[src/rtl/d8_pkg.sv]
// Shared definitions for the dumb8 fetch stage: state encoding and default reset PC.
package d8_pkg;

    // Fetch controller states.
    typedef enum logic [2:0] {
        BOOT     = 3'd0,
        FETCH_OP = 3'd1,
        FETCH_A  = 3'd2,
        FULL     = 3'd3,
        DRAIN    = 3'd4
    } d8_state_t;

    // PC value loaded on reset unless the instance overrides it.
    localparam logic [7:0] D8_RESET_PC = 8'h00;

endpackage

[src/rtl/d8_fetch.sv]
// dumb8 instruction fetch stage.
// Owns the PC, fetches two-byte instructions (opcode, operand) over a
// req/ack memory port and buffers one instruction for decode. A jump from
// the jump handler retargets the PC and flushes any buffered or partially
// fetched instruction; a request already in flight is drained first.
module d8_fetch
    import d8_pkg::*;
#(
    parameter logic [7:0] RESET_PC = D8_RESET_PC
) (
    input  logic       sys_clk,
    input  logic       sys_rst_n,
    input  logic       jmp_load,
    input  logic [7:0] jmp_addr,
    output logic       imem_req,
    output logic [7:0] imem_addr,
    input  logic       imem_ack,
    input  logic [7:0] imem_data,
    output logic [7:0] instr_op,
    output logic [7:0] instr_a,
    output logic [7:0] instr_pc,
    output logic       instr_valid,
    input  logic       instr_ready,
    output logic [7:0] pc
);

    d8_state_t state;

    // A request is outstanding in every state that talks to memory; decoding
    // it straight from the state register lets reset drop it immediately.
    assign imem_req    = (state == FETCH_OP) || (state == FETCH_A) || (state == DRAIN);
    assign imem_addr   = pc;
    assign instr_valid = (state == FULL);

    // Fetch FSM, PC register and instruction buffer.
    always_ff @(posedge sys_clk or negedge sys_rst_n) begin
        if (!sys_rst_n) begin
            state    <= BOOT;
            pc       <= RESET_PC;
            instr_op <= 8'h00;
            instr_a  <= 8'h00;
            instr_pc <= 8'h00;
        end else begin
            case (state)
                // Jumps are ignored here: the core has not started fetching yet.
                BOOT: begin
                    state <= FETCH_OP;
                end

                FETCH_OP: begin
                    if (jmp_load) begin
                        // An ack in this cycle belongs to the old stream and is
                        // dropped; without one the request is still owed to us.
                        pc    <= jmp_addr;
                        state <= imem_ack ? FETCH_OP : DRAIN;
                    end else if (imem_ack) begin
                        instr_op <= imem_data;
                        instr_pc <= pc;
                        pc       <= pc + 8'd1;
                        state    <= FETCH_A;
                    end
                end

                FETCH_A: begin
                    if (jmp_load) begin
                        pc    <= jmp_addr;
                        state <= imem_ack ? FETCH_OP : DRAIN;
                    end else if (imem_ack) begin
                        instr_a <= imem_data;
                        pc      <= pc + 8'd1;
                        state   <= FULL;
                    end
                end

                FULL: begin
                    // A jump coinciding with instr_ready still completes the
                    // transfer to decode; the buffer is simply not refilled
                    // from the old stream.
                    if (jmp_load) begin
                        pc    <= jmp_addr;
                        state <= FETCH_OP;
                    end else if (instr_ready) begin
                        state <= FETCH_OP;
                    end
                end

                DRAIN: begin
                    // Wait out the abandoned request; its data is never used.
                    if (jmp_load) begin
                        pc <= jmp_addr;
                    end
                    if (imem_ack) begin
                        state <= FETCH_OP;
                    end
                end

                default: begin
                    state <= BOOT;
                end
            endcase
        end
    end

endmodule

[config.mk]
export PLATFORM = sky130hd
export DESIGN_NAME = d8_fetch
export DESIGN_NICKNAME = d
export VERILOG_FILES = /design/src/rtl/d8_pkg.sv /design/src/rtl/d8_fetch.sv
export SDC_FILE = /design/constraint.sdc
export NUM_CORES = 1
export LEC_CHECK = 0
export CORE_ASPECT_RATIO = 0.75
export CORE_MARGIN = 1.5
export CORE_UTILIZATION = 50
export CTS_CLUSTER_DIAMETER = 80
export DETAILED_ROUTE_END_ITERATION = 8
export DONT_BUFFER_PORTS = 1
export GPL_ROUTABILITY_DRIVEN = 0
export PLACE_DENSITY_LB_ADDON = 0.2
export SETUP_SLACK_MARGIN = 0.3
export SLEW_MARGIN = 5
export SYNTH_ARGS = -nofsm -noshare
export SYNTH_HDL_FRONTEND = slang
export SYNTH_SLANG_ARGS = --single-unit
[constraint.sdc]
create_clock -name sys_clk -period 1.61 [get_ports sys_clk]
set_input_delay 0.322 -clock sys_clk [delete_from_list [all_inputs] [get_ports sys_clk]]
set_output_delay 0.322 -clock sys_clk [all_outputs]
set_load 0.005 [all_outputs]
==> metrics.md <==
| Metric | Value |
|---|---|
| Outcome | complete, but fails checks |
| Failing checks | setup timing |
| Initial antenna violation count | 0 |
| Psw | 1.54 mW |
| Final setup margin | -27.3 ps |
| H-tree depth | 2 |
| Vias | 1261 |
| HPWL Detailed | 2560 um |
| Chip Width | 71.3 um |
| First-pass GRT wire length | 5870 um |
| Worst r2r src | state[0] |
| Layout filler cell count | 253 |
| Clock-pin slew on the worst setup and hold paths | 70 ps |
| Max incr delay on CP | 460 ps |
| Final setup violation count | 2 |
| Final Max Slew Viols | 0 |
| Top Ports | 63 |
| Hold Crit Depth | 1 |
| Syn_area_per_cell | 11.4 um2 |
| CP Max Fanout | 6 |
| Clk pwr share | 18.1% |
| Max Clock Freq | 0.611 GHz |
| Pin count of the biggest net entering global routing | 36 |
| Reg-to-reg endpoint | imem_addr[7] |
| Number of buffers created by CTS | 5 |
| Seq cells post-synth | 35 |
| R2R depth | 5 |
| Int Power | 2.83 mW |
| Critical Path RT | 1790 ps |
| Critical Path AT | 1820 ps |
| Die area | 0.00387 mm2 |
| Commonest cells after routing, fill and taps aside | dfrtp_1, mux2_4, buf_4, buf_6 |
| Vias in the first global route | 1264 |
| Worst hold path class | in -> reg |
| Crit end category | flip-flop |
| Clk root buf | clkbuf_8 |
| Height of the die | 54.2 um |
| Flop2flop setup slack | -30 ps |
| CP Class | reg -> reg |
| Antenna diode count | 0 |
| Wirelength per Cell | 19.1 um |
| Clk_lat worst skew | 290 ps |
| Pre-antenna DRT Iters | 4 |
| Area Growth Syn to Fin | 27.0% |
| Slew at the pin closest to its max-slew limit | 288 ps |
| Startpoint types | flip-flop |
| # DRC | 0 |
| Combinational Power Share | 41.7% |
| Max cap viols | 0 |
| Period utilisation layout | 102% |
| Gr usage total | 20.6% |
| Port Buffers | 0 |
| CTS Sinks | 35 |
| Synth Net Count | 175 |
| RSZ-0062 raised after global routing | yes |
| Seq/Total Area, Yosys | 50.0% |
| Post-synthesis cell area | 0.00175 mm2 |
| Rel. slew slack | 80.8% |
| Leak | 1.07 nW |
| Share of layout cells above drive strength 1 | 46.8% |
| Synth warn | 0 |
| Design Area, Final | 0.00222 mm2 |
| Fin Clk Skew | 2.00 ps |
| Starting Density | 52.9% |
| Hold Vio Cnt, Final | 0 |
| Drt total wl | 4030 um |
| Nets | 192 |
| Most common cell after layout, fill and taps aside | dfrtp_1 |
| PwrDens | 1970 mW/mm2 |
| Peak supply drop | 0.942 mV |
| Distinct cells, synth | 32 |
| Hold Startpoint | imem_ack |
| Critical-path cell list | and3b_2 > nor3_4 > buf_6 > mux2i_1 > o2bb2a_2 |
| Switch share | 35.2% |
| Final Critical Period | 1640 ps |
| Post-synthesis cell count | 153 |
| Share of total power in sequential cells | 40.2% |
| Post-DP Area | 0.00181 mm2 |
| Vias per cell | 5.98 |
| Initial DRC Count | 49 |
| Grt ovf | 0 |
| CP max stage cell | dfrtp_2 |
| Bufs on Longest Clock Path | 2 |
| Finished Core Util | 67.2% |
| Placement Setup Slack | -59.0 ps |
| CTS tree | yes |
| Std-Cell Rows | 18 |
| Core region area | 0.00331 mm2 |
| Routed Antenna Nets | 0 |
| Worst Hold End | state[2] |
kinds of logic after synthesis:
| group | Yosys count | synth area share, % |
|---|---|---|
| muxes | 27 | 16.9 |
| AOI/OAI and AO/OA | 30 | 11.7 |
| adders and majority gates | 1 | 0.715 |
| and+or+nand+nor | 34 | 11.6 |
| buffers and inverters | 24 | 8.08 |
| xor gates and xnor gates | 2 | 1.00 |
| DFF | 35 | 50.0 |
through the flow:
stage / TNS (ps) / cells / total power, mW / hold WS [ps]
floorplan: 0 / 153 / 2.73 / 26.4
global placement: 0 / 192 / 2.94 / 27.2
detailed placement: -148 / 192 / 3.00 / 27.1
CTS: 0 / 207 / 3.91 / 85.8
global route: -388 / 211 / 4.66 / 68.5
finish: -41.9 / 211 / 4.37 / 86.7
state kept, by name (all words and copies together) (netlist names):
name / cells
instr_pc: 8
imem_addr: 8
instr_a: 8
instr_op: 8
state: 3
power groups by stage:
stage / Clock [mW] / Combinational, mW / Sequential [mW]
final: 0.791 / 1.82 / 1.76
after global routing: 0.846 / 1.98 / 1.83
after CTS: 0.800 / 1.38 / 1.73
after detailed placement: 0 / 1.26 / 1.74
after global placement: 0 / 1.21 / 1.72
after floorplan: 0 / 1.11 / 1.63
cell usage after synthesis:
library cell   n  area (um2)
o32ai_4        1        27.5
a31oi_1        1        6.26
dfrtp_1       35         876
ha_1           1        12.5
nand3b_1       1        7.51
nor3b_2        1        12.5
mux2_2        21         236
o21ai_0       13        65.1
nand2_1       10        37.5
a22oi_1        4        30.0
mux2i_1        6        60.1
nor3_4         1        16.3
nand4b_1       2        17.5
xnor2_1        2        17.5
or3_1          1        6.26
a21oi_1        5        25.0
and3_1         5        31.3
nor4_1         1        6.26
o2bb2a_1       2        20.0
buf_6          1        11.3
and4_1         1        8.76
clkbuf_1       1        3.75
a21boi_0       2        15.0
buf_4         10        75.1
and3b_1        2        17.5
nor2_1         5        18.8
a22o_1         1        8.76
nand2b_1       2        12.5
buf_2          5        25.0
o22ai_1        1        6.26
inv_1          7        26.3
nand3_1        2        10.0
how the worst max path moves through the flow:
stage / start / endpoint / slack, ps / depth (start not counted)
finish: state[0] / imem_addr[7] / -30 / 5
global route: state[0] / imem_addr[5] / -100 / 5
CTS: state[0] / imem_addr[3] / 0.6 / 5
detailed placement: state[1] / imem_addr[7] / -60 / 5
global placement: state[0] / imem_addr[3] / 40 / 5
floorplan: state[0] / imem_addr[3] / 20 / 4
metal layers:
metal / routed length (um) / vias up / track usage [%]
met1: 1640 / 638 / 24.2
met2: 2020 / 47 / 33.8
met4: 30 / 0 / 5.66
met5: 0 / - / 0
met3: 336 / 6 / 10.7
li1: - / 570 / -
worst max-delay path: cells and delay by family, from the launching register on:
| kind | cells | cell delay, ps |
|---|---|---|
| mux | 1 | 190 |
| flops | 1 | 460 |
| compound gates | 1 | 220 |
| simple gates | 2 | 500 |
| buf+inv | 1 | 160 |
what timing repair did:
item,in CTS,in global routing
setup buffers,4,4
resized for setup,12,53
hold buffers,2,0
pin swaps,5,13
setup endpoints to repair,34,34
cloned,1,0
hold endpoints to repair,35,0
cell type report:
type	count	area, um2	area share (%)
multi-input cells	94	892	40.1
flip-flops and latches	35	880	39.6
repair buffers	27	263	11.8
clock buffers	5	68.8	3.10
well taps	40	50.0	2.25
clock inverters	3	43.8	1.97
inverters	7	26.3	1.18
Power figures use the tool's default switching activity.
